===== config.mk =====
export PLATFORM = sky130hd
export DESIGN_NAME = instruction_fetch_unit
export DESIGN_NICKNAME = d
export VERILOG_FILES = /design/src/rtl/instruction_fetch_unit.sv
export SDC_FILE = /design/constraint.sdc
export NUM_CORES = 1
export LEC_CHECK = 0
export ABC_AREA = 1
export BUFFER_PORTS_ARGS = -buffer_cell sky130_fd_sc_hd__buf_2
export CAP_MARGIN = 20
export CORE_MARGIN = 5
export CORE_UTILIZATION = 40
export DETAILED_ROUTE_END_ITERATION = 6
export PLACE_DENSITY_LB_ADDON = 0.1
export SLEW_MARGIN = 30
export SYNTH_ARGS = -nofsm -noshare
export SYNTH_HDL_FRONTEND = slang
export SYNTH_SLANG_ARGS = --single-unit

===== constraint.sdc =====
create_clock -name sys_clk -period 3.7 [get_ports sys_clk]
set_input_delay 0.37 -clock sys_clk [delete_from_list [all_inputs] [get_ports sys_clk]]
set_output_delay 0.37 -clock sys_clk [all_outputs]
set_load 0.01 [all_outputs]

===== src/rtl/instruction_fetch_unit.sv =====
// Instruction fetch stage: owns the PC, issues one memory request at a time, buffers one
// instruction under decoder back-pressure and squashes wrong-path fetches on redirect.
module instruction_fetch_unit #(
    parameter logic [31:0] RESET_PC = 32'h0000_0000
) (
    input  logic        sys_clk,
    input  logic        rst,
    output logic        imem_req,
    output logic [31:0] imem_addr,
    input  logic        imem_ready,
    input  logic        imem_rvalid,
    input  logic [31:0] imem_rdata,
    input  logic        stall_in,
    input  logic        redirect_valid,
    input  logic [31:0] redirect_pc,
    output logic [31:0] out_ins,
    output logic        out_is_stalling,
    output logic [31:0] out_pc
);

    typedef enum logic [1:0] {
        S_REQ  = 2'd0,
        S_WAIT = 2'd1,
        S_HOLD = 2'd2
    } state_t;

    state_t      state_r, state_nxt_s;
    logic [31:0] pc_r, pc_nxt_s;
    logic        kill_r, kill_nxt_s;
    logic [31:0] hold_ins_r, hold_ins_nxt_s;
    logic [31:0] out_ins_r, out_ins_nxt_s;
    logic        out_stall_r, out_stall_nxt_s;
    logic [31:0] out_pc_r, out_pc_nxt_s;
    logic [31:0] redirect_aligned_s;
    logic [31:0] pc_plus4_s;

    assign redirect_aligned_s = redirect_pc & 32'hFFFF_FFFC;
    assign pc_plus4_s         = pc_r + 32'd4;

    // Request is combinational on state; suppressed while reset is held.
    assign imem_req        = (state_r == S_REQ) && !rst;
    assign imem_addr       = pc_r;
    assign out_ins         = out_ins_r;
    assign out_is_stalling = out_stall_r;
    assign out_pc          = out_pc_r;

    // State, PC, kill flag, hold buffer and registered outputs.
    always_ff @(posedge sys_clk or posedge rst) begin
        if (rst) begin
            state_r     <= S_REQ;
            pc_r        <= RESET_PC & 32'hFFFF_FFFC;
            kill_r      <= 1'b0;
            hold_ins_r  <= 32'h0000_0000;
            out_ins_r   <= 32'h0000_0000;
            out_stall_r <= 1'b1;
            out_pc_r    <= 32'h0000_0000;
        end else begin
            state_r     <= state_nxt_s;
            pc_r        <= pc_nxt_s;
            kill_r      <= kill_nxt_s;
            hold_ins_r  <= hold_ins_nxt_s;
            out_ins_r   <= out_ins_nxt_s;
            out_stall_r <= out_stall_nxt_s;
            out_pc_r    <= out_pc_nxt_s;
        end
    end

    // Next-state logic; outputs default to a bubble so a valid word lasts one cycle.
    always_comb begin
        state_nxt_s     = state_r;
        pc_nxt_s        = pc_r;
        kill_nxt_s      = kill_r;
        hold_ins_nxt_s  = hold_ins_r;
        out_ins_nxt_s   = 32'h0000_0000;
        out_stall_nxt_s = 1'b1;
        out_pc_nxt_s    = 32'h0000_0000;
        case (state_r)
            S_REQ: begin
                if (redirect_valid) begin
                    pc_nxt_s = redirect_aligned_s;
                    // An accepted old-pc request still returns data that must be dropped.
                    if (imem_ready) begin
                        state_nxt_s = S_WAIT;
                        kill_nxt_s  = 1'b1;
                    end else begin
                        state_nxt_s = S_REQ;
                    end
                end else if (imem_ready) begin
                    state_nxt_s = S_WAIT;
                    kill_nxt_s  = 1'b0;
                end else begin
                    state_nxt_s = S_REQ;
                end
            end
            S_WAIT: begin
                if (redirect_valid) begin
                    pc_nxt_s = redirect_aligned_s;
                    if (imem_rvalid) begin
                        state_nxt_s = S_REQ;
                        kill_nxt_s  = 1'b0;
                    end else begin
                        kill_nxt_s  = 1'b1;
                    end
                end else if (imem_rvalid && kill_r) begin
                    kill_nxt_s  = 1'b0;
                    state_nxt_s = S_REQ;
                end else if (imem_rvalid && !stall_in) begin
                    out_ins_nxt_s   = imem_rdata;
                    out_stall_nxt_s = 1'b0;
                    out_pc_nxt_s    = pc_r;
                    pc_nxt_s        = pc_plus4_s;
                    state_nxt_s     = S_REQ;
                end else if (imem_rvalid) begin
                    hold_ins_nxt_s = imem_rdata;
                    state_nxt_s    = S_HOLD;
                end else begin
                    state_nxt_s = S_WAIT;
                end
            end
            S_HOLD: begin
                // Redirect wins over stall release: the held word is wrong-path.
                if (redirect_valid) begin
                    pc_nxt_s    = redirect_aligned_s;
                    state_nxt_s = S_REQ;
                end else if (!stall_in) begin
                    out_ins_nxt_s   = hold_ins_r;
                    out_stall_nxt_s = 1'b0;
                    out_pc_nxt_s    = pc_r;
                    pc_nxt_s        = pc_plus4_s;
                    state_nxt_s     = S_REQ;
                end else begin
                    state_nxt_s = S_HOLD;
                end
            end
            default: begin
                state_nxt_s = S_REQ;
                kill_nxt_s  = 1'b0;
            end
        endcase
    end

endmodule

==> flow_summary_export.csv, run 1 <==
group,metric,value,unit
die,start_util,40.24,%
pwr,p_leak,0.003993,uW
synthesis,synthTopCellsByArea,"dfrtp_1 51%, nand2_1 14%, nor2_1 5.2%",
synthesis,synth_top_area_cell,"dfrtp_1",
die,die_h,135.7,um
detailed_routing,totalWireLength,17760,um
timing,max_freq,0.4488,GHz
detailed_routing,vias,5648,
setup_path,cp.required,4010,ps
clock_network,cts_root_buf,"clkbuf_16",
die,coreArea,15710,um2
global_route,grt.total_usage,19.61,%
synthesis,synth_common_cells,"240 x nand2_1, 128 x dfrtp_1, 87 x nor2_1, 59 x nand3_1, 48 x a21oi_1",
setup_path,end_kind,"flip-flop",
detailed_routing,first_pass_iters,5,
synthesis,syn_avg_cell_area,8.023,um2
setup_path,crit_arrival,2530,ps
placed_design,dp_hpwl,11660,um
finish,fillers,1578,
timing,clock-skew-final,12.38,ps
die,die_w,135.7,um
global_route,grt_pass1_vias,5476,
hold_path,hp-class,"primary input to async pin",
timing,grt_setup_unrepaired,"no",
timing,min_period,2228,ps
setup_path,critical_path_class,"flip-flop to flip-flop",
global_route,antenna_found_initial,0,
clock_network,cts_resized,0,
detailed_routing,antenna_left,0,
setup_path,start_kind,"flip-flop",
timing,worst_slew_margin_rel,47.01,%
synthesis,ys_seq_elements,129,
outcome,outcome,"complete, no violations",
detailed_routing,initialDrtViolationCount,343,
synthesis,synth_edf_count,0,
finish,final_cells,1163,
pwr,power_density,700.9,nW/um2
global_route,grt_overflow_total,0,
timing,fin_crit_sh,60.23,%
synthesis,syn-cell-area,6322,um2
finish,layout-drive-gt1-share,24.92,%
placed_design,post-place-cells,1131,
global_route,grt_max_degree,130,
finish,fin_nets,1009,
synthesis,async_flop_share,100.0,%
placed_design,port_buffers,163,
clock_network,htree_levels,4,
pwr,power.total,5486,uW
synthesis,synthDominantCellAreaShare,50.66,%
timing,hold_violations,0,
pwr,vdd_ir_drop_max,0.0003221,V
timing,setup_violations,0,
die,die-area,18420,um2
timing,final.setup.tns,0,ps
setup_path,r2r_cells,10,
die,pin_count,168,
global_route,grt_pass1_wl,28590,um
setup_path,crit_path_max_fanout,18,
detailed_routing,drc,0,
clock_network,cts_setup_buffers,0,
placed_design,place.gp.congestion,0.8472,
synthesis,synth_warnings,0,
finish,final_core_util,49.82,%
clock_network,clock-sinks,129,
clock_network,holdBufCountCts,0,
clock_network,cts_made_buffers,17,
detailed_routing,vias_per_cell,4.856,
run,drv_cap,0,
synthesis,synthMostInstantiatedCell,"nand2_1",
synthesis,synthCells,788,
die,rows,46,
clock_network,insertion_delay,420,ps
detailed_routing,wl_per_cell,15.27,um
clock_network,clk_path_buf_depth,2,
timing,worst_pin_slew,794.9,ps
finish,num_antenna_cells,0,
timing,final_max_slew_viol_count,0,
clock_network,path_clk_slew,50,ps
synthesis,synthFlopType,"dfrtp_1",
finish,synthToLayoutAreaGrowth,23.81,%
synthesis,synth_seq_area_share,51.08,%
clock_network,cts_tree,"yes",
synthesis,ys_types,38,
[per-stage QoR]
stage	instance area (um2)	hold slack (ps)	setup slack, ps
after floorplan	6334	449.5	1736
after global placement	7252	464.0	1463
after detailed placement	7252	465.6	1465
after CTS	7828	151.9	1447
after global routing	7828	162.7	1222
final	7828	102.1	1472
[layer usage]
metal	share of wire, %	global-route usage, %	routed length, um	vias up
met2	48	32.13	8528	151
met1	45	26.14	8059	2623
li1	-	-	-	2857
met4	1.1	5.599	189	0
met5	0	0	0	-
met3	5.5	4.532	985	17
[worst max-delay path: stages, from the launching register on]
cell     delay, ps
dfrtp_1        400
inv_1          100
ha_1           430
inv_2          110
nor2_2         140
nand2_1         80
nand2_2        300
buf_4          320
a21oi_1         60
o21ai_1        150
inv_1           40
[sequential cells by signal, indices dropped and copies added, names as in the netlist]
| register | count |
|---|---|
| out_is_stalling | 1 |
| imem_addr | 30 |
| state_r | 2 |
| out_pc | 31 |
| kill_r | 1 |
| out_ins | 32 |
| hold_ins_r | 32 |
[placed cells by master (no fill, tap or decap), types with 2 or more instances in the layout]
cell type,count
nand2_4,3
bufinv_16,2
nor2_8,2
clkbuf_1,4
conb_1,3
clkinv_4,2
o21bai_1,4
clkinvlp_4,3
or2_2,2
ha_1,5
buf_4,9
nand4_1,37
nand2_1,240
dfrtp_1,128
nand2_2,5
nand3_1,59
o211ai_1,2
clkbuf_16,17
nor2_1,87
clkbuf_8,2
o21ai_0,3
nor2_2,4
nor2_4,5
a31oi_1,3
a21oi_1,48
inv_1,42
inv_2,7
clkinv_2,3
buf_2,163
nor3_1,21
o21ai_1,16
o22ai_1,5
[cell families after synthesis]
logic type,Yosys count,share of synthesized area (%)
DFF,129,51.08
and+or+nand+nor,467,33.03
xor gates and xnor gates,1,0.1386
buffers and inverters,99,7.204
adders and majority gates,5,0.9895
other,1,0.05931
AOI/OAI and AO/OA,86,7.501
[path summary, 6_finish.rpt]
kind	startpoint	to	slack [ps]
setup / recovery	state_r[1]	imem_addr[14]	1470
hold / removal	rst	hold_ins_r[12]	100
setup reg to reg	state_r[1]	imem_addr[14]	1470
hold reg to reg	hold_ins_r[11]	hold_ins_r[11]	480
max in group asynchronous	rst	imem_addr[10]	2930
min in group sys_clk	imem_rdata[11]	hold_ins_r[11]	170
[where the power goes]
part | internal [uW] | switching [uW]
combinational | 569 | 1140
clock | 1030 | 608
sequential | 1780 | 369
total | 3370 | 2110
[area by class of cell]
| type | instances | area [um2] | share of cell area, % |
|---|---|---|---|
| well taps | 216 | 270.3 | 3.453 |
| flip-flops and latches | 129 | 3229 | 41.26 |
| inverters | 51 | 197.7 | 2.526 |
| clock buffers | 23 | 467.9 | 5.978 |
| multi-input cells | 562 | 2651 | 33.87 |
| clock inverters | 9 | 107.6 | 1.375 |
| repair buffers | 173 | 903.4 | 11.54 |
No activity file was read; power rests on OpenSTA's default activity.
==> run 2, diff against run 1 <==
==> constraint.sdc (replaced) <==
create_clock -name sys_clk -period 2.1 [get_ports sys_clk]
set_input_delay 0.21 -clock sys_clk [delete_from_list [all_inputs] [get_ports sys_clk]]
set_output_delay 0.21 -clock sys_clk [all_outputs]
set_load 0.01 [all_outputs]
==> run 2 against run 1 <==
Worst setup slack got worse by 1100 ps. Sequential power is 76% higher. Clock power up 94%. Register-to-register slack got worse by 1100 ps. Cell count rose by 1.7%. Critical endpoint is now imem_addr[24]. Largest cell class unchanged. Highest routed layer unchanged.
==> flow_summary_export.csv, run 2 (synthesis gave the netlist of run 1 again) <==
group,metric,value,unit
timing,finalWorstSetupSlack,349.9,ps
pwr,p_comb_share,31.0,%
global_route,grt_pass1_wl,29210,um
setup_path,critical_path_class,"flip-flop to flip-flop",
pwr,switching_share,37.77,%
finish,fin_area,8157,um2
die,die_h,135.7,um
detailed_routing,initialDrtViolationCount,327,
clock_network,cts_made_buffers,17,
timing,min_period,1750,ps
clock_network,htree_levels,4,
detailed_routing,vias_per_cell,4.893,
pwr,p_int,6268,uW
timing,grt_setup_unrepaired,"no",
setup_path,crit_path_max_fanout,9,
pwr,p_clk_share,31.4,%
placed_design,dp_slack,360.6,ps
finish,layout_commonest_cell,"nand2_1",
die,start_util,40.24,%
timing,final.setup.tns,0,ps
detailed_routing,wl_per_cell,15.23,um
timing,final_max_slew_viol_count,0,
setup_path,crit_arrival,2050,ps
clock_network,path_clk_slew,60,ps
pwr,p_sw,3804,uW
finish,synthToLayoutAreaGrowth,29.01,%
die,coreArea,15710,um2
placed_design,dpl_cell_area,7372,um2
run,drv_cap,0,
setup_path,cp.required,2400,ps
die,rows,46,
outcome,outcome,"complete, no violations",
die,pin_count,168,
finish,num_antenna_cells,0,
timing,setup_violations,0,
pwr,seqPwrFrac,37.6,%
setup_path,end_kind,"flip-flop",
pwr,power_density,1235,nW/um2
global_route,grt_overflow_total,0,
timing,max_freq,0.5714,GHz
clock_network,cts_setup_buffers,0,
finish,layout-drive-gt1-share,25.34,%
detailed_routing,first_pass_iters,5,
timing,clock-skew-final,10.68,ps
clock_network,cts_tree,"yes",
setup_path,start_kind,"flip-flop",
global_route,grt.total_usage,19.96,%
global_route,grt_max_degree,69,
timing,fin_crit_sh,83.34,%
die,die-area,18420,um2
detailed_routing,vias,5788,
clock_network,clk_path_buf_depth,2,
clock_network,insertion_delay,420,ps
global_route,antenna_found_initial,0,
detailed_routing,totalWireLength,18020,um
clock_network,clock-sinks,129,
global_route,grt_pass1_vias,5695,
clock_network,cts_root_buf,"clkbuf_16",
pwr,p_leak,0.004133,uW
hold_path,hp-class,"primary input to flip-flop",
detailed_routing,antenna_left,0,
placed_design,dp_hpwl,11960,um
placed_design,port_buffers,163,
finish,fin_nets,1030,
pwr,vdd_ir_drop_max,0.0005926,V
timing,hold_violations,0,
finish,final_core_util,51.91,%
placed_design,place.gp.congestion,0.8668,
detailed_routing,drc,0,
finish,layout_common_cells,"240 x nand2_1, 163 x buf_2, 128 x dfrtp_1",
die,die_w,135.7,um
==> run 2: path summary, 6_finish.rpt <==
check                          startpoint               to  slack, ps  cells after the start
min                        imem_rdata[11]   hold_ins_r[11]         20                      3
max in group asynchronous             rst  out_is_stalling       1250                      4
min reg2reg                hold_ins_r[17]   hold_ins_r[17]        480                      2
max                          imem_addr[3]    imem_addr[24]        350                     10
min in group asynchronous             rst   hold_ins_r[12]        480                      4
max reg2reg                  imem_addr[3]    imem_addr[24]        350                     10
==> run 2: metal layers <==
| metal | wire length (um) | global-route usage, % | share of wire (%) |
|---|---|---|---|
| met5 | 0 | 0 | 0 |
| met3 | 930 | 4.309 | 5.2 |
| met4 | 210 | 6.103 | 1.2 |
| met1 | 8172 | 26.08 | 45 |
| met2 | 8707 | 33.32 | 48 |
==> run 2: through the flow <==
step	cells	hold WS, ps	power, uW
2_1_floorplan	790	319.6	5823
4_1_cts	1183	0.6267	10170
5_1_grt	1183	13.27	10770
6_report	1183	16.97	10070
3_3_place_gp	1137	374.4	6900
3_5_place_dp	1137	372.2	6935
==> run 2: area by class of cell <==
class	instances	area (um2)
Clock inverter	12	181.4
Clock buffer	19	452.9
Sequential cell	129	3229
Multi-Input combinational cell	562	2651
Fill cell	1541	7556
Inverter	51	197.7
Timing Repair Buffer	194	1174
Tap cell	216	270.3
==> run 2: what timing repair did <==
item | 4_1_cts | 5_1_grt
gates resized for setup | 0 | 0
setup endpoints to repair | 0 | 0
hold endpoints to repair | 142 | 0
hold buffers | 15 | 0
==> run 2: power by group through the flow <==
stage | logic [uW] | registers, uW | clock network, uW
floorplan | 2000 | 3820 | 0
global placement | 3090 | 3810 | 0
detailed placement | 3120 | 3820 | 0
CTS | 3160 | 3780 | 3230
global route | 3540 | 3900 | 3330
finish | 3130 | 3790 | 3160
==> run 2: critical path: stages, from the launching register on <==
cell,delay [ps]
dfrtp_1,450
ha_1,260
nand2_2,120
nor2_8,230
nand2_4,100
nor2_2,180
nand2_1,70
nand2_1,60
nand3_1,70
nand2_1,70
nand2_1,40
